**src/rtl/alu_mul_sequencer_pkg.sv**
```systemverilog
// Shared definitions for the shift-add multiply sequencer: data/opcode widths,
// the ALU opcodes it issues, and the controller state type.
package alu_mul_sequencer_pkg;

  localparam int BYTE_W = 8;
  localparam int OP_W   = 4;

  // ALU opcodes driven on pgmOp while the sequencer owns the ALU
  localparam logic [OP_W-1:0] OP_ADD = 4'd1;
  localparam logic [OP_W-1:0] OP_LSL = 4'd4;

  typedef enum logic [1:0] {
    IDLE  = 2'd0,
    ADD   = 2'd1,
    SHIFT = 2'd2,
    DONE  = 2'd3
  } seq_state_t;

endpackage

```
**src/rtl/alu_mul_sequencer.sv**
```systemverilog
// Multi-cycle unsigned multiply controller that borrows the shared single-cycle
// ALU. Each multiplier bit costs one ADD cycle (add mcand or 0 into acc) and one
// LSL cycle (mcand <<= 1). Result is the low W bits of the product plus a
// sticky overflow flag.
//
// Handshake: start is a request that is accepted only on a clock edge where the
// controller is in IDLE; requests in any other state are dropped, not queued.
// done pulses for exactly one cycle, and result/ovf are valid from that cycle
// until the next accepted start.
module alu_mul_sequencer
  import alu_mul_sequencer_pkg::*;
#(
  parameter int W   = BYTE_W,
  parameter int OPW = OP_W
) (
  input  logic           clk,
  input  logic           reset,
  input  logic           start,
  input  logic [W-1:0]   op_a,
  input  logic [W-1:0]   op_b,
  output logic           busy,
  output logic           done,
  output logic [W-1:0]   result,
  output logic           ovf,
  output logic           alu_own,
  output logic [W-1:0]   alu_a,
  output logic [W-1:0]   alu_b,
  output logic [OPW-1:0] alu_op,
  input  logic [W-1:0]   alu_out,
  output seq_state_t     dbg_state
);

  seq_state_t   state;
  logic [W-1:0] acc;
  logic [W-1:0] mcand;
  logic [W-1:0] mplier;
  logic         ovf_int;
  logic [W-1:0] result_q;
  logic         ovf_q;
  logic [W-1:0] mplier_shr;

  // multiplier after consuming its current LSB; zero means no more partial products
  assign mplier_shr = mplier >> 1;
  assign dbg_state  = state;

  // controller state, datapath registers and held result
  always_ff @(posedge clk) begin
    if (reset) begin
      state    <= IDLE;
      acc      <= '0;
      mcand    <= '0;
      mplier   <= '0;
      ovf_int  <= 1'b0;
      result_q <= '0;
      ovf_q    <= 1'b0;
    end else begin
      case (state)
        IDLE: begin
          if (start) begin
            acc     <= '0;
            mcand   <= op_a;
            mplier  <= op_b;
            ovf_int <= 1'b0;
            state   <= (op_b != '0) ? ADD : DONE;
          end
        end
        ADD: begin
          acc <= alu_out;
          // a wrapped sum is smaller than the addend already in acc
          if (alu_out < acc) ovf_int <= 1'b1;
          state <= SHIFT;
        end
        SHIFT: begin
          mcand  <= alu_out;
          mplier <= mplier_shr;
          // the bit shifted out of mcand would still have been added later
          if (mcand[W-1] && (mplier_shr != '0)) ovf_int <= 1'b1;
          state <= (mplier_shr == '0) ? DONE : ADD;
        end
        DONE: begin
          result_q <= acc;
          ovf_q    <= ovf_int;
          state    <= IDLE;
        end
        default: state <= IDLE;
      endcase
    end
  end

  // output decode; result/ovf bypass the hold registers in DONE so they line up with done
  always_comb begin
    busy    = 1'b0;
    done    = 1'b0;
    alu_own = 1'b0;
    alu_a   = '0;
    alu_b   = '0;
    alu_op  = '0;
    result  = result_q;
    ovf     = ovf_q;
    case (state)
      ADD: begin
        busy    = 1'b1;
        alu_own = 1'b1;
        alu_op  = OPW'(OP_ADD);
        alu_a   = acc;
        alu_b   = mplier[0] ? mcand : '0;
      end
      SHIFT: begin
        busy    = 1'b1;
        alu_own = 1'b1;
        alu_op  = OPW'(OP_LSL);
        alu_a   = mcand;
        alu_b   = {{(W-1){1'b0}}, 1'b1};
      end
      DONE: begin
        busy   = 1'b1;
        done   = 1'b1;
        result = acc;
        ovf    = ovf_int;
      end
      default: ;
    endcase
  end

endmodule

```
**config.mk**
```make
export PLATFORM = sky130hd
export DESIGN_NAME = alu_mul_sequencer
export DESIGN_NICKNAME = d
export VERILOG_FILES = /design/src/rtl/alu_mul_sequencer_pkg.sv /design/src/rtl/alu_mul_sequencer.sv
export SDC_FILE = /design/constraint.sdc
export NUM_CORES = 1
export LEC_CHECK = 0
export CAP_MARGIN = 5
export CORE_MARGIN = 4
export CORE_UTILIZATION = 42
export DETAILED_ROUTE_END_ITERATION = 6
export PLACE_DENSITY = 0.78
export SYNTH_ARGS = -nofsm -noshare
export SYNTH_HDL_FRONTEND = slang
export SYNTH_SLANG_ARGS = --single-unit
```
**constraint.sdc**
```tcl
create_clock -name clk -period 1.4 [get_ports clk]
set_input_delay 0.28 -clock clk [delete_from_list [all_inputs] [get_ports clk]]
set_output_delay 0.28 -clock clk [all_outputs]
set_load 0.02 [all_outputs]
```
Word level (Yosys, flattened, before mapping) --
Cells that the tools add are included.
Cells by class: order comparisons 1, equal/unequal tests 6, multiplexer cells 23, reductions and logical operators 13
Operator list (count):
- case mux 8 bit (2 select lines) | 5
- two-way mux 8 bit | 5
- nonzero test 8 bit | 2
- zero test 8 bit | 1
- less-than comparator 8 bit | 1
- case mux 2 bit (4 select lines) | 1
- two-way mux 1 bit | 7
- two-way mux 2 bit | 3
- != test 2 bit (second input constant) | 3
- case mux 3 bit (2 select lines) | 1
- == test 2 bit (second input constant) | 2
- AND reduction 2 bit | 2
- AND reduction 4 bit | 1
- nonzero test 2 bit | 2
- case mux 1 bit (3 select lines) | 1
- nonzero test 3 bit | 1
- OR reduction 3 bit | 1
- == test 2 x 1 -> 1 bit (second input constant) | 1
- zero test 2 bit | 1
- OR reduction 2 bit | 1
- logical AND 1 bit | 1
Storage, ports and cells: register bits 36, bits of input ports 27, output and inout bits 34, logic and storage cells 50

Longest topological paths before layout --
Gate-level depths: netlist (run 1).
depth after elaboration 4, gate-level depth with buffers 8, gate-level depth less buffers 6

Worst setup path before layout (run 1) --
No wires, ideal clock.
kind register to output, start point register state[1] (netlist: dbg_state[1]), end point output port alu_a[0], arrival 1.774 ns, data required time 1.120 ns, path slack -0.654 ns, stages on the path, launching flop included 6, buffers on the path 2, path through dfxtp_1 -> ha_1 -> buf_4 -> clkbuf_1 -> a22oi_1 -> nor2b_1
On the way: word-level cells in the longest chain between the ends 2, elaborated cells on any way between the ends 3, classes of those cells eq/ne: 2; mux: 1
RTL lines:
- start, declared | RTL line alu_mul_sequencer.sv:33 | seq_state_t state;
- start signal, assigned | RTL line alu_mul_sequencer.sv:64 | state <= (op_b != '0) ? ADD : DONE;
- start signal, assigned | RTL line alu_mul_sequencer.sv:78 | state <= (mplier_shr == '0) ? DONE : ADD;
- == test 2 bit or == test 2 x 1 -> 1 bit (tied branches) | RTL line alu_mul_sequencer.sv:100 | case (state)
- case mux 8 bit (2 select lines) (*) | RTL line alu_mul_sequencer.sv:100
- end, declared | RTL line alu_mul_sequencer.sv:26 | output logic [W-1:0] alu_a,
Every way passes the cells marked *; elsewhere a longest branch is shown, timed or not.

Final worst setup path (run 1) --
start point register state[1] (netlist: dbg_state[1]), end point output port result[5]
On the way: word-level cells in the longest chain between the ends 2
RTL lines:
- == test 2 bit | RTL line alu_mul_sequencer.sv:100
- two-way mux 8 bit | RTL line alu_mul_sequencer.sv:100
- end, declared | RTL line alu_mul_sequencer.sv:23 | output logic [W-1:0] result,
Every way passes these cells.

==> results of run 1 <==
area by class of cell:
| cell class | instances | area [µm²] |
|---|---|---|
| multi-input cells | 157 | 1680 |
| repair buffers | 112 | 1144 |
| flip-flops and latches | 36 | 729.5 |
| fillers | 243 | 689.4 |
| clock buffers | 8 | 90.09 |
| well taps | 52 | 65.06 |
| inverters | 11 | 46.29 |
worst max-delay path: cells and delay by family (launching register included):
family / cells / cell delay (ps)
mux: 1 / 300
flops: 1 / 380
fa+ha+maj: 1 / 210
buf+inv: 3 / 370
worst min-delay path by stage:
stage | endpoint | slack (ps) | depth (start not counted)
2_1_floorplan | acc[0]$_SDFFE_PP0P_ | 430 | 2
3_5_place_dp | ovf_int$_SDFFE_PP0P_ | 490 | 2
6_report | ovf_int$_SDFFE_PP0P_ | 500 | 2
4_1_cts | mplier[3]$_SDFFE_PP0P_ | 480 | 3
3_3_place_gp | ovf_int$_SDFFE_PP0P_ | 470 | 2
5_1_grt | ovf_int$_SDFFE_PP0P_ | 520 | 2
cell usage after synthesis (2+ instances only):
cell type  number  area, µm²
nor2b_1        19      118.9
buf_2           6      30.03
dfxtp_1        36      720.7
ha_1           12      150.1
or4_1           2      15.01
nor2_1         28      105.1
o21ai_1         3      15.01
nand2b_1        4      25.02
buf_4           3      22.52
mux2i_1        17      170.2
a22oi_1        16      120.1
clkbuf_1        7      26.28
and2_1          8      50.05
inv_1          11      41.29
a211oi_1       19      142.6
mux2_2         10      112.6
o21ai_0         2      10.01
state kept, by name, indices dropped and copies added, names as in the netlist:
| register | cells |
|---|---|
| dbg_state | 2 |
| mplier | 8 |
| mcand | 8 |
| ovf_q | 1 |
| result_q | 8 |
| acc | 8 |
| ovf_int | 1 |
power by group:
group / switching [µW] / internal, µW
clock network: 361 / 401
logic: 2480 / 2660
registers: 363 / 1330
cell families (layout without fill, tap and decap cells):
family,count (synthesis),in the layout,synth area share
muxes,27,30,0.1441
other,1,2,0.001911
buffers and inverters,28,131,0.06314
adders and majority gates,12,12,0.07653
AOI/OAI and AO/OA,45,45,0.1652
and+or+nand+nor,68,68,0.1818
DFF,36,36,0.3673
timing repair:
action | in CTS | in global routing
setup buffers | 10 | 5
gates cloned | 4 | 0
pin swaps | 26 | 13
endpoints found under the setup margin | 59 | 63
resized for setup | 247 | 44
per-layer routing:
layer / vias to the layer above / global-route usage / wire [µm]
li1: 977 / - / -
met1: 1019 / 0.2683 / 3037
met2: 71 / 0.4341 / 3769
met3: 20 / 0.05083 / 341
met4: 0 / 0.08333 / 260
met5: - / 0 / 0
stage by stage:
step / hold slack [ps] / total power (µW)
5_1_grt: 516.7 / 7897
6_report: 500.3 / 7598
2_1_floorplan: 428.3 / 3863
4_1_cts: 484.0 / 6907
3_5_place_dp: 488.0 / 5051
3_3_place_gp: 467.6 / 4956
==> flow_metrics.tcl, run 1 <==
set metrics [dict create \
    grt_antenna_before_repair 0 \
    drt_iter0_markers 86 \
    postPlaceCellArea_mm2 0.003084 \
    r2r_end "ovf_int$_SDFFE_PP0P_" \
    worstHoldStart "ovf_int$_SDFFE_PP0P_" \
    numPortBuffers 58 \
    drv_slew 0 \
    timing.critical_path.from "dbg_state[1]$_SDFFE_PP0N_" \
    post-place-ws_ps -561.9 \
    cts_tree "yes" \
    initial_core_util 0.4414 \
    final_cell_mix "buf_6 (46), dfxtp_1 (33), buf_4 (30)" \
    drive_above_1_share 0.5957 \
    ys.flop_type "dfxtp_1" \
    crit_path_max_fanout 6 \
    clk_pin_slew_ps 70 \
    finalInstanceArea_mm2 0.003755 \
    grt_pass1_vias 2178 \
    pin_count 61 \
    dpl.cell_count 350 \
    cts_made_buffers 5 \
    crit_required_ps 1120 \
    track_usage 0.2368 \
    fmax_mhz 540.9 \
    cp_common_cell "buf_6" \
    r2r_slack_ps -260 \
    vias 2087 \
    grt_pass1_wl_mm 11.09 \
    final_util 0.8449 \
    max_stage_delay_ps 380 \
    crit_path_start_kind "flip-flop" \
    grt_setup_unrepaired "yes" \
    hold_path.class "flip-flop to flip-flop" \
    finalHoldViolCount 0 \
    grt_max_degree 23 \
    dp_hpwl_mm 4.155 \
    yosys_warnings 0 \
    die_area_mm2 0.005829 \
    cp_slowest_cell "dfxtp_4" \
    clock_sinks 36 \
    wl_per_cell_um 19.70 \
    ctsRootBufferMaster "clkbuf_8" \
    crit_type "flip-flop to primary output" \
    seq_area_frac_synth 0.3673 \
    wl_mm 7.409 \
    syn_to_final_growth_pct 91.39 \
    finalCriticalPeriod_ps 1849 \
    insertion_delay_ps 290 \
    coreArea_mm2 0.004444 \
    cp.arrival_ps 1570 \
    powerDensity_mw_per_mm2 2024 \
    r2r_start "dbg_state[1]$_SDFFE_PP0N_" \
    worstPathCellList "buf_6, ha_4, buf_6, mux2_4, buf_6" \
    synth.avg_cell_area_um2 9.041 \
    max_cap_viol_count 0 \
    status "finished with violations" \
    fp.dieW_um 76.35 \
    endpoint "result[5]" \
    worst_slack_ps -448.9 \
    htreeDepth 2 \
    tightest_slew_ps 632.6 \
    p_leak_uw 0.001490 \
    die_h_um 76.35 \
    ys_types 31 \
    cts_hold_buffers 0 \
    synth-seq-cells 36 \
    num_rows 24 \
    layout.cells.non_filler 376 \
    ant_nets 0 \
    gp_congestion 0.8050 \
    endpoint_kind "primary output" \
    setup_tns_ps -13810 \
    grt_overflow 0 \
    synthCells 217 \
    period_share 1.321 \
    synth_area_mm2 0.001962 \
    viasPerCell 5.551 \
    r2r_cells 8 \
    async_flop_share 0 \
    nets 362 \
    diodes 0 \
    skew_ps 7.545 \
    slew_headroom 0.5744 \
    drc 0 \
    synth-edff-count 0 \
    setup_violations 55 \
    dr.pass1.iters 4 \
    violations "setup timing" \
    ctsLongestPathBuffers 2 \
    final_common_cell "buf_6" \
    peakVddDrop_mv 1.689 \
]
(Power assumes the default switching activity.)
==> inputs of run 2 (changes only) <==
--- a/config.mk
+++ b/config.mk
@@ -8,8 +8,9 @@
 export CAP_MARGIN = 5
 export CORE_MARGIN = 4
 export CORE_UTILIZATION = 42
+export CTS_CLUSTER_DIAMETER = 100
 export DETAILED_ROUTE_END_ITERATION = 6
-export PLACE_DENSITY = 0.78
+export PLACE_DENSITY = 0.76
 export SYNTH_ARGS = -nofsm -noshare
 export SYNTH_HDL_FRONTEND = slang
 export SYNTH_SLANG_ARGS = --single-unit
==> flow_metrics.tcl, run 2 (synthesis gave the netlist of run 1 again) <==
set metrics [dict create \
    wl_per_cell_um 21.09 \
    grt_overflow 0 \
    peakVddDrop_mv 1.957 \
    initial_core_util 0.4414 \
    drt_iter0_markers 145 \
    p_seq_frac 0.211 \
    status "finished with violations" \
    drv_slew 0 \
    final_common_cell "buf_6" \
    cts_made_buffers 5 \
    finalHoldViolCount 0 \
    whs_path_depth 2 \
    vias 2141 \
    p_leak_uw 0.001538 \
    fillers 197 \
    clk_pin_slew_ps 70 \
    wl_mm 8.015 \
    fp.dieW_um 76.35 \
    ctsLongestPathBuffers 2 \
    clkPwrFrac 0.095 \
    drc 0 \
    skew_ps 4.561 \
    regArea_um2 729.5 \
    drive_above_1_share 0.5945 \
    num_rows 24 \
    power.switching_uw 3408 \
    setup_violations 56 \
    final_cell_mix "buf_6 (44), dfxtp_1 (33), buf_4 (32)" \
    crit_path_max_fanout 5 \
    die_area_mm2 0.005829 \
    clock_sinks 36 \
    violations "setup timing" \
    htreeDepth 2 \
    track_usage 0.2631 \
    crit_path_start_kind "flip-flop" \
    swShare 0.4169 \
    syn_to_final_growth_pct 97.32 \
    gp_congestion 0.8114 \
    fmax_mhz 539.1 \
    grt_antenna_before_repair 0 \
    hold_path.class "flip-flop to flip-flop" \
    r2r_end "mplier[1]$_SDFFE_PP0P_" \
    die_h_um 76.35 \
    nets 366 \
    power_uw 8175 \
    grt_setup_unrepaired "yes" \
    finalCriticalPeriod_ps 1855 \
    internal_power_uw 4767 \
    combPwrFrac 0.694 \
    cp.arrival_ps 1570 \
    grt_max_degree 16 \
    diodes 0 \
    viasPerCell 5.634 \
    hold-path-endpoint "ovf_int$_SDFFE_PP0P_" \
    crit_type "flip-flop to primary output" \
    dr.pass1.iters 4 \
    grt_pass1_wl_mm 11.87 \
    worst_slack_ps -454.8 \
    period_share 1.325 \
    powerDensity_mw_per_mm2 2112 \
    timing.hold.ws_ps 498.3 \
    coreArea_mm2 0.004444 \
    crit_required_ps 1120 \
    cts_tree "yes" \
    r2r_cells 8 \
    ctsRootBufferMaster "clkbuf_8" \
    insertion_delay_ps 300 \
    endpoint_kind "primary output" \
    setup_tns_ps -18640 \
    grt_pass1_vias 2325 \
    multi_input_area_mm2 0.001654 \
    ant_nets 0 \
    max_cap_viol_count 0 \
    r2r_start "dbg_state[1]$_SDFFE_PP0N_" \
    numPortBuffers 58 \
    dp_hpwl_mm 4.203 \
    worstHoldStart "ovf_int$_SDFFE_PP0P_" \
    pin_count 61 \
    r2r_slack_ps -440 \
]
-- run 2: cell count changes in the layout (fill, tap and decap cells not counted), sizes merged --
| cell | delta |
|---|---|
| buf | +7 |
| mux2 | -3 |
| clkbuf | +1 |
| clkdlybuf4s15 | -1 |
-- run 2: power groups by stage --
stage | clock, µW | sequential (µW) | combinational, µW
2_1_floorplan | 0 | 1640 | 2230
3_3_place_gp | 0 | 1600 | 3590
3_5_place_dp | 0 | 1610 | 3650
4_1_cts | 789 | 1670 | 5130
5_1_grt | 817 | 1760 | 5950
6_report | 779 | 1720 | 5670
-- run 2: how the worst max path moves through the flow --
stage                                   to                       from  depth (start not counted)
CTS                                    ovf  dbg_state[1]$_SDFFE_PP0N_                          5
finish                           result[7]  dbg_state[0]$_SDFFE_PP0N_                          5
global route                     result[7]  dbg_state[0]$_SDFFE_PP0N_                          5
floorplan           mplier[2]$_SDFFE_PP0P_  dbg_state[0]$_SDFFE_PP0N_                          7
global placement                  alu_b[7]  dbg_state[1]$_SDFFE_PP0N_                          5
detailed placement                alu_b[5]  dbg_state[1]$_SDFFE_PP0N_                          5
-- run 2: layer usage --
| metal | vias up | global-route usage | share of wire |
|---|---|---|---|
| met5 | - | 0 | 0 |
| met4 | 0 | 0.1359 | 0.030 |
| met3 | 22 | 0.05910 | 0.056 |
| met2 | 87 | 0.4543 | 0.51 |
| met1 | 1049 | 0.3025 | 0.41 |
| li1 | 983 | - | - |
-- run 2: metrics by stage --
step                      worst slack [ps]  instances  instance area (µm²)    util
after CTS                           -421.1        377                 3781  0.8508
final                               -454.8        380                 3871  0.8711
after global placement              -537.8        356                 3167  0.7126
after global routing                -469.8        380                 3871  0.8711
after floorplan                     -102.6        218                 2263       -
after detailed placement            -566.1        356                 3167  0.7126
-- run 2: timing repair --
| item | CTS | global route |
|---|---|---|
| gates cloned | 3 | 0 |
| buffers inserted | 12 | 5 |
| hold buffers | 0 | 0 |
| setup endpoints to repair | 58 | 57 |
| resized for setup | 258 | 27 |
| pin swaps | 16 | 8 |
-- run 2: final cells by class --
cell class,instances,share of cell area
multi-input combinational,154,0.4273
timing repair buffer,119,0.3323
sequential,36,0.1884
clock buffer,8,0.02327
tap,52,0.01681
inverter,11,0.01196
-- run 2: worst max-delay path, stage by stage (launching register included) --
cell and delay (ps):
dfxtp_4 390, buf_6 120, ha_4 160, buf_8 140
mux2_4 320, buf_6 130
